===== src/rtl/lsu_pkg.sv =====
// Shared types and helpers for the load/store unit.
// Holds the FSM encoding, funct3 codes and byte-enable decode.
package lsu_pkg;

  typedef enum logic [2:0] {
    S_IDLE,
    S_REQ,
    S_WAIT,
    S_WB,
    S_FAULT
  } lsu_state_e;

  localparam logic [2:0] F3_B  = 3'b000;
  localparam logic [2:0] F3_H  = 3'b001;
  localparam logic [2:0] F3_W  = 3'b010;
  localparam logic [2:0] F3_BU = 3'b100;
  localparam logic [2:0] F3_HU = 3'b101;

  function automatic logic [3:0] be_for(
    input logic [2:0] funct3,
    input logic [1:0] addr_lo
  );
    logic [3:0] be;
    be = 4'b1111;
    case (funct3[1:0])
      2'b00:   be = 4'b0001 << addr_lo;
      2'b01:   be = 4'b0011 << addr_lo;
      default: be = 4'b1111;
    endcase
    return be;
  endfunction

  function automatic logic f3_legal(
    input logic       load,
    input logic [2:0] funct3
  );
    logic ok;
    ok = 1'b0;
    case (funct3)
      F3_B, F3_H, F3_W: ok = 1'b1;
      F3_BU, F3_HU:     ok = load;
      default:          ok = 1'b0;
    endcase
    return ok;
  endfunction

  function automatic logic misaligned(
    input logic [2:0] funct3,
    input logic [1:0] addr_lo
  );
    logic bad;
    bad = 1'b0;
    case (funct3[1:0])
      2'b01:   bad = addr_lo[0];
      2'b10:   bad = (addr_lo != 2'b00);
      default: bad = 1'b0;
    endcase
    return bad;
  endfunction

endpackage


===== src/rtl/load_store_unit_align.sv =====
// Load lane extraction: picks the addressed byte/half
// from the read word and sign- or zero-extends it.
module load_align
  import lsu_pkg::*;
(
  input  logic [31:0] i_rdata,
  input  logic [1:0]  i_addr_lo,
  input  logic [2:0]  i_funct3,
  output logic [31:0] o_data
);

  logic [31:0] w_lane;

  assign w_lane = i_rdata >> {i_addr_lo, 3'b000};

  always_comb begin
    o_data = w_lane;
    unique case (i_funct3)
      F3_B:    o_data = {{24{w_lane[7]}}, w_lane[7:0]};
      F3_H:    o_data = {{16{w_lane[15]}}, w_lane[15:0]};
      F3_BU:   o_data = {24'b0, w_lane[7:0]};
      F3_HU:   o_data = {16'b0, w_lane[15:0]};
      default: o_data = w_lane;
    endcase
  end

endmodule


===== src/rtl/load_store_unit.sv =====
// Memory-access stage: one request at a time over a
// req/gnt/rvalid bus, with a single-cycle writeback.
module load_store_unit
  import lsu_pkg::*;
#(
  parameter int ADDR_W = 32
) (
  input  logic              clock,
  input  logic              reset,
  input  logic              req_valid,
  output logic              req_ready,
  input  logic              req_load,
  input  logic [2:0]        req_funct3,
  input  logic [ADDR_W-1:0] req_addr,
  input  logic [31:0]       req_wdata,
  input  logic [4:0]        req_rd,
  output logic              mem_req,
  output logic              mem_we,
  output logic [3:0]        mem_be,
  output logic [ADDR_W-1:0] mem_addr,
  output logic [31:0]       mem_wdata,
  input  logic              mem_gnt,
  input  logic              mem_rvalid,
  input  logic [31:0]       mem_rdata,
  output logic              reg_write,
  output logic [4:0]        write_reg,
  output logic [31:0]       mem_load_data,
  output logic              load_enable,
  output logic              lsu_fault,
  output logic              busy
);

  lsu_state_e r_state;
  lsu_state_e w_next;

  logic              r_load;
  logic [2:0]        r_f3;
  logic [1:0]        r_addr_lo;
  logic [4:0]        r_rd;
  logic [3:0]        r_be;
  logic [ADDR_W-1:0] r_addr;
  logic [31:0]       r_wdata;
  logic [31:0]       r_ldata;

  logic        w_accept;
  logic        w_bad;
  logic [31:0] w_aligned;

  assign w_accept = req_valid && (r_state == S_IDLE);
  assign w_bad    = !f3_legal(req_load, req_funct3)
                 || misaligned(req_funct3, req_addr[1:0]);

  load_align u_align (
    .i_rdata   (mem_rdata),
    .i_addr_lo (r_addr_lo),
    .i_funct3  (r_f3),
    .o_data    (w_aligned)
  );

  always_ff @(posedge clock or posedge reset) begin
    if (reset) begin
      r_state <= S_IDLE;
    end else begin
      r_state <= w_next;
    end
  end

  always_comb begin
    w_next = r_state;
    unique case (r_state)
      S_IDLE: begin
        if (w_accept) w_next = w_bad ? S_FAULT : S_REQ;
      end
      S_REQ: begin
        if (mem_gnt) w_next = r_load ? S_WAIT : S_IDLE;
      end
      S_WAIT: begin
        if (mem_rvalid) w_next = S_WB;
      end
      S_WB:    w_next = S_IDLE;
      S_FAULT: w_next = S_IDLE;
      default: w_next = S_IDLE;
    endcase
  end

  // Bus-side registers only load for legal requests so a
  // faulting access leaves the memory port untouched.
  always_ff @(posedge clock or posedge reset) begin
    if (reset) begin
      r_load    <= 1'b0;
      r_f3      <= '0;
      r_addr_lo <= '0;
      r_rd      <= '0;
      r_be      <= '0;
      r_addr    <= '0;
      r_wdata   <= '0;
    end else if (w_accept) begin
      r_load    <= req_load;
      r_f3      <= req_funct3;
      r_addr_lo <= req_addr[1:0];
      r_rd      <= req_rd;
      if (!w_bad) begin
        r_be    <= be_for(req_funct3, req_addr[1:0]);
        r_addr  <= {req_addr[ADDR_W-1:2], 2'b00};
        r_wdata <= req_wdata << {req_addr[1:0], 3'b000};
      end
    end
  end

  always_ff @(posedge clock or posedge reset) begin
    if (reset) begin
      r_ldata <= '0;
    end else if (r_state == S_WAIT && mem_rvalid) begin
      r_ldata <= w_aligned;
    end
  end

  assign req_ready     = (r_state == S_IDLE);
  assign busy          = (r_state != S_IDLE);
  assign mem_req       = (r_state == S_REQ);
  assign mem_we        = mem_req && !r_load;
  assign mem_be        = r_be;
  assign mem_addr      = r_addr;
  assign mem_wdata     = r_wdata;
  assign load_enable   = (r_state == S_WB);
  assign reg_write     = load_enable && (r_rd != 5'd0);
  assign write_reg     = r_rd;
  assign mem_load_data = r_ldata;
  assign lsu_fault     = (r_state == S_FAULT);

endmodule


===== config.mk =====
export PLATFORM = sky130hd
export DESIGN_NAME = load_store_unit
export DESIGN_NICKNAME = d
export VERILOG_FILES = /design/src/rtl/lsu_pkg.sv /design/src/rtl/load_store_unit_align.sv /design/src/rtl/load_store_unit.sv
export SDC_FILE = /design/constraint.sdc
export NUM_CORES = 1
export LEC_CHECK = 0
export ABC_AREA = 1
export BUFFER_PORTS_ARGS = -buffer_cell sky130_fd_sc_hd__buf_4
export CAP_MARGIN = 20
export CORE_MARGIN = 1
export CORE_UTILIZATION = 50
export DETAILED_ROUTE_END_ITERATION = 12
export PLACE_DENSITY = 0.87
export SETUP_SLACK_MARGIN = 0.2
export SLEW_MARGIN = 20
export SYNTH_ARGS = -nofsm -noshare
export SYNTH_HDL_FRONTEND = slang
export SYNTH_SLANG_ARGS = --single-unit

===== constraint.sdc =====
create_clock -name clock -period 4.4 [get_ports clock]
set_input_delay 0.88 -clock clock [delete_from_list [all_inputs] [get_ports clock]]
set_output_delay 0.88 -clock clock [all_outputs]
set_load 0.005 [all_outputs]

# Yosys cells after proc, flatten, opt, wreduce, memory -nomap -nowiden
# Cells that the tools add are included.
# W data, S select, Z words.
dict set report totals {
  ff_bits 112
  latch_bits 0
  mem_bits_rw 0
  rom_bits 0
  input_bits 110
  output_inout_bits 112
  memories 0
}
dict set report op_classes {
  n_addsub 0
  mul 0
  n_div 0
  order_cmp 0
  n_eq_ne 16
  shift 4
  muxes 10
  n_bitwise 1
  n_reduce_logical 18
}
# operator count
set op_table {}
lappend op_table {{$pmux W32 S4} 1}
lappend op_table {{$shl A32 B5 Y32} 1}
lappend op_table {{$shr A32 B5 Y32} 1}
lappend op_table {{$eq A3 B3 Y1 const B} 5}
lappend op_table {{$mux W3} 4}
lappend op_table {{$eq A3 B1 Y1 const B} 3}
lappend op_table {{$eq A3 B2 Y1 const B} 3}
lappend op_table {{$logic_not A3 Y1} 3}
lappend op_table {{$pmux W3 S3} 1}
lappend op_table {{$pmux W4 S2} 1}
lappend op_table {{$reduce_bool A5 Y1} 1}
lappend op_table {{$logic_and A1 B1 Y1} 4}
lappend op_table {{$ne A2 B1 Y1 const B} 2}
lappend op_table {{$pmux W1 S2} 2}
lappend op_table {{$shl A1 B2 Y4 const A} 1}
lappend op_table {{$shl A2 B2 Y4 const A} 1}
lappend op_table {{$reduce_and A3 Y1} 1}
lappend op_table {{$reduce_bool A3 Y1} 1}
lappend op_table {{$reduce_or A3 Y1} 1}
lappend op_table {{$eq A2 B1 Y1 const B} 1}
lappend op_table {{$eq A2 B2 Y1 const B} 1}
lappend op_table {{$logic_not A1 Y1} 2}
lappend op_table {{$logic_not A2 Y1} 1}
lappend op_table {{$mux W2} 1}
lappend op_table {{6 further kinds} 6}

# Depth between registers and ports, before layout
dict set report logic_depth {
  depth_word 8
  depth_mapped 12
}

# By module
# From an unflattened synthesis, not the netlist that was laid out.
dict set report unflattened {
  cells_unflattened 805
  area_unflattened_um2 6055.8
}
# module instances cells_each area_per_inst_um2 seq_area_each_um2
set modules_own_cells {}
lappend modules_own_cells {load_store_unit 1 647 5134.9 2802.7}
lappend modules_own_cells {load_align 1 158 920.9 0.0}

# Worst setup path before layout
# No wires, ideal clock.
dict set report synth_path {
  path_type {input -> register}
  start {input req_funct3[1]}
  end {register r_addr[22], in the netlist mem_addr[22]}
  setup_ns 0.123
  arrival_ns 1.969
  setup_slack_ns 2.308
  path_stages 11
  path_buffers 2
  cell_sequence {inv_1 -> ha_1 -> inv_1 -> nand2_1 -> nand2_1 -> nand2_1 -> nand2_2 -> buf_2 -> buf_2 -> o21ai_0 -> nand2_1}
}
dict set report synth_between {
  elab_chain_len 7
}
# element line
set synth_rtl {}
lappend synth_rtl {{start: declaration} load_store_unit.sv:13} ;# input logic [2:0] req_funct3,
lappend synth_rtl {{$eq A3 B1 Y1, or another cell as far along} lsu_pkg.sv:39} ;# case (funct3)
lappend synth_rtl {{$reduce_or A3 Y1 or $reduce_or A2 Y1 (tied branches)} lsu_pkg.sv:39}
lappend synth_rtl {{$pmux W1 S2} lsu_pkg.sv:39}
lappend synth_rtl {{$logic_not A1 Y1} load_store_unit.sv:50} ;# assign w_bad = !f3_legal(req_load, req_funct3)
lappend synth_rtl {{$logic_or A1 B1 Y1 *} load_store_unit.sv:51} ;# || misaligned(req_funct3, req_addr[1:0]);
lappend synth_rtl {{$not A1 Y1 (no line) *} --}
lappend synth_rtl {{$reduce_and A2 Y1 (no line) *} --}
lappend synth_rtl {{end signal: assignment} load_store_unit.sv:104} ;# r_addr <= {req_addr[ADDR_W-1:2], 2'b00};
lappend synth_rtl {{end: declaration} load_store_unit.sv:41} ;# logic [ADDR_W-1:0] r_addr;
# Every way passes the cells marked *; elsewhere a longest branch is shown, timed or not.
# A chain may end at the register's enable or synchronous reset.

# Final worst setup path
dict set report layout_path {
  start {register r_addr_lo[0]}
  end {register r_ldata[19], in the netlist mem_load_data[19]}
}
dict set report layout_between {
  elab_chain_len 2
}
# element line
set layout_rtl {}
lappend layout_rtl {{start: declaration} load_store_unit.sv:38} ;# logic [1:0] r_addr_lo;
lappend layout_rtl {{start signal: assignment} load_store_unit.sv:100} ;# r_addr_lo <= req_addr[1:0];
lappend layout_rtl {{$shr A32 B5 Y32} load_store_unit_align.sv:14} ;# assign w_lane = i_rdata >> {i_addr_lo, 3'b000};
lappend layout_rtl {{$pmux W32 S4} load_store_unit_align.sv:18} ;# unique case (i_funct3)
lappend layout_rtl {{end signal: assignment} load_store_unit.sv:114} ;# r_ldata <= w_aligned;
lappend layout_rtl {{end: declaration} load_store_unit.sv:43} ;# logic [31:0] r_ldata;
# Every way passes these cells.

==> out/metrics.yaml <==
die:
  rows: 39
  die_w_um: 111
  die_area_um2: 12300
  start_util_pct: 51.5
  die_h_um: 111
  boundaryPins: 222
  core_um2: 11500
sta:
  skew_ns: 0.00915
  hold_viol_final: 0
  slew_headroom_pct: 35.6
  setup_violations: 0
  finalCritPeriodShare_pct: 64.6
  fmax_mhz: 352
  worst_pin_slew_ns: 0.965
  rsz0062_at_grt: "false"
  maxSlewViolCount: 0
  post-route-min-period_ns: 2.84
  finalSetupTns_ns: 0
global_routing:
  grt_pass1_vias: 5563
  track_usage_pct: 27.2
  grt_pass1_wl_um: 27000
  grtUsageMet3_pct: 7.05
  antenna_found_initial: 0
  grt_use_met1_pct: 34.8
  top_usage_layer: "met2"
  overflow: 0
  grt_max_degree: 113
  grt_util_met2_pct: 45.0
clocking:
  cts_sinks: 112
  clk_path_buf_depth: 2
  cts_hold_buf: 0
  numCtsBuffers: 9
  clock_latency_ns: 0.35
  post_cts_resize_count: 0
  cts_setup_buffers: 0
  path_clk_slew_ns: 0.08
  h-tree-depth: 3
  root_buffer: "clkbuf_16"
  cts_tree: "built"
setup_path:
  crit_fanout: 33
  max_stage_delay_ns: 0.80
  worst_ep_required_time_ns: 4.69
  cpMostUsedCell: "nand3_1"
  path_cells: "inv_1 > nand2_1 > nand3_1 > nand3_1 > nand3_1 > nand2_1 > inv_1"
  cpMaxStageDelayCell: "inv_1"
  worstPathArrival_ns: 3.13
  critPathKind: "reg2reg"
  endpoint_kind: "flop"
  crit_path_start_kind: "flop"
synth:
  ys_types: 31
  ys.flop_type: "dfrtp_1"
  yosysSeqAreaShare_pct: 47.4
  ys_top_cells_by_area: "dfrtp_1 (47%), nand2_1 (19%), o21ai_0 (8.4%)"
  netlist_area_um2: 5910
  synth_seq_cells: 112
  synth_warnings: 0
  netlist_instances: 804
  synth.most_common_cell: "nand2_1"
  yosysTopAreaCell: "dfrtp_1"
  synth_commonest_cells: "nand2_1 (306), dfrtp_1 (112), o21ai_0 (99), nand3_1 (69), inv_1 (56)"
  synth_area_per_cell_um2: 7.35
  async_flop_share_pct: 100
  synth_top_area_share_pct: 47.4
  synth-edff-count: 0
job:
  max-cap-violations: 0
route:
  wl_um: 16400
  ant_nets: 0
  drtIter0Drc: 512
  drc: 0
  via_per_inst: 5.24
  num_vias: 5957
  wl_per_cell_um: 14.5
  dr.pass1.iters: 5
run_status:
  status: "finished, final reports clean"
power:
  power_uw: 4740
  leakage_uw: 0.00432
  ir_worst_vdd_v: 0.000347
  powerDensity_nw_per_um2: 606
finish:
  diodes: 0
  drive_gt1_share_pct: 27.7
  area_growth_pct: 32.6
  nets: 1101
place:
  io_buffers: 219
  place_congestion: 0.857
  dpl.hpwl_um: 11600
worst_hold_path:
  min_path_type: "reg2reg"
cell usage in the layout (no fill, tap or decap), types with 2 or more instances in the layout:
cell type / netlist / layout
ha_1: 3 / 3
o211ai_1: 8 / 8
conb_1: 1 / 2
clkinvlp_4: 0 / 2
nor2_4: 2 / 2
o21a_1: 8 / 8
clkbuf_16: 0 / 9
inv_4: 2 / 3
nor2_1: 31 / 31
nor3_1: 3 / 3
inv_1: 56 / 55
o21ai_1: 2 / 2
nand2_1: 306 / 306
buf_4: 4 / 222
a21oi_1: 17 / 17
nand2_2: 2 / 2
dfrtp_1: 112 / 112
or2_2: 23 / 23
inv_8: 0 / 3
nand3_2: 2 / 2
o21ai_0: 99 / 99
nand3_1: 69 / 69
cell families (layout without fill, tap and decap cells):
family | count (synthesis) | after routing | share of synthesized area [%]
simple gates | 442 | 442 | 31.6
compound gates | 135 | 135 | 12.2
flops | 112 | 112 | 47.4
buf+inv | 111 | 299 | 8.07
fa+ha+maj | 3 | 3 | 0.635
other cells | 1 | 2 | 0.0635
metal layers:
| metal | vias up | wire (um) |
|---|---|---|
| met5 | - | 0 |
| met1 | 2730 | 6720 |
| met2 | 289 | 7880 |
| li1 | 2907 | - |
| met4 | 0 | 379 |
| met3 | 31 | 1440 |
worst paths after layout:
kind                                       start           endpoint  slack (ns)  depth (start not counted)
min in group asynchronous                  reset          mem_be[2]        0.68                          3
worst max-delay path                r_addr_lo[0]  mem_load_data[19]        1.56                          7
max in group asynchronous                  reset        mem_addr[7]        3.27                          3
worst min register to register  mem_load_data[4]   mem_load_data[4]        0.49                          2
worst max register to register      r_addr_lo[0]  mem_load_data[19]        1.56                          7
worst min-delay path            mem_load_data[4]   mem_load_data[4]        0.49                          2
through the flow:
| step | cell area (um^2) | hold slack [ns] | worst slack, ns | cells | util, % |
|---|---|---|---|---|---|
| after CTS | 7830 | 0.489 | 1.64 | 1136 | 68.3 |
| after detailed placement | 7530 | 0.468 | 1.44 | 1120 | 65.7 |
| after global placement | 7530 | 0.464 | 1.53 | 1120 | 65.7 |
| after floorplan | 5910 | 0.472 | 0.561 | 805 | - |
| after global routing | 7830 | 0.503 | 1.23 | 1136 | 68.3 |
| final | 7830 | 0.485 | 1.56 | 1136 | 68.3 |
critical path, delay by kind of cell (launching register included):
| kind | cells | cell delay [ns] |
|---|---|---|
| buffers and inverters | 2 | 0.86 |
| flip-flops | 1 | 0.66 |
| AND/OR/NAND/NOR | 5 | 1.26 |
where the power goes:
group	switching, uW	internal (uW)	total (uW)
logic	1080	1020	2090
clock network	423	404	828
registers	318	1510	1820
layout make-up:
type / count / area, um^2
Inverter: 60 / 233
Sequential cell: 112 / 2800
Timing Repair Buffer: 223 / 1690
Tap cell: 143 / 179
Clock buffer: 9 / 225
Fill cell: 981 / 3630
Clock inverter: 7 / 73.8
Multi-Input combinational cell: 582 / 2630
No activity file was read; power rests on OpenSTA's default activity.
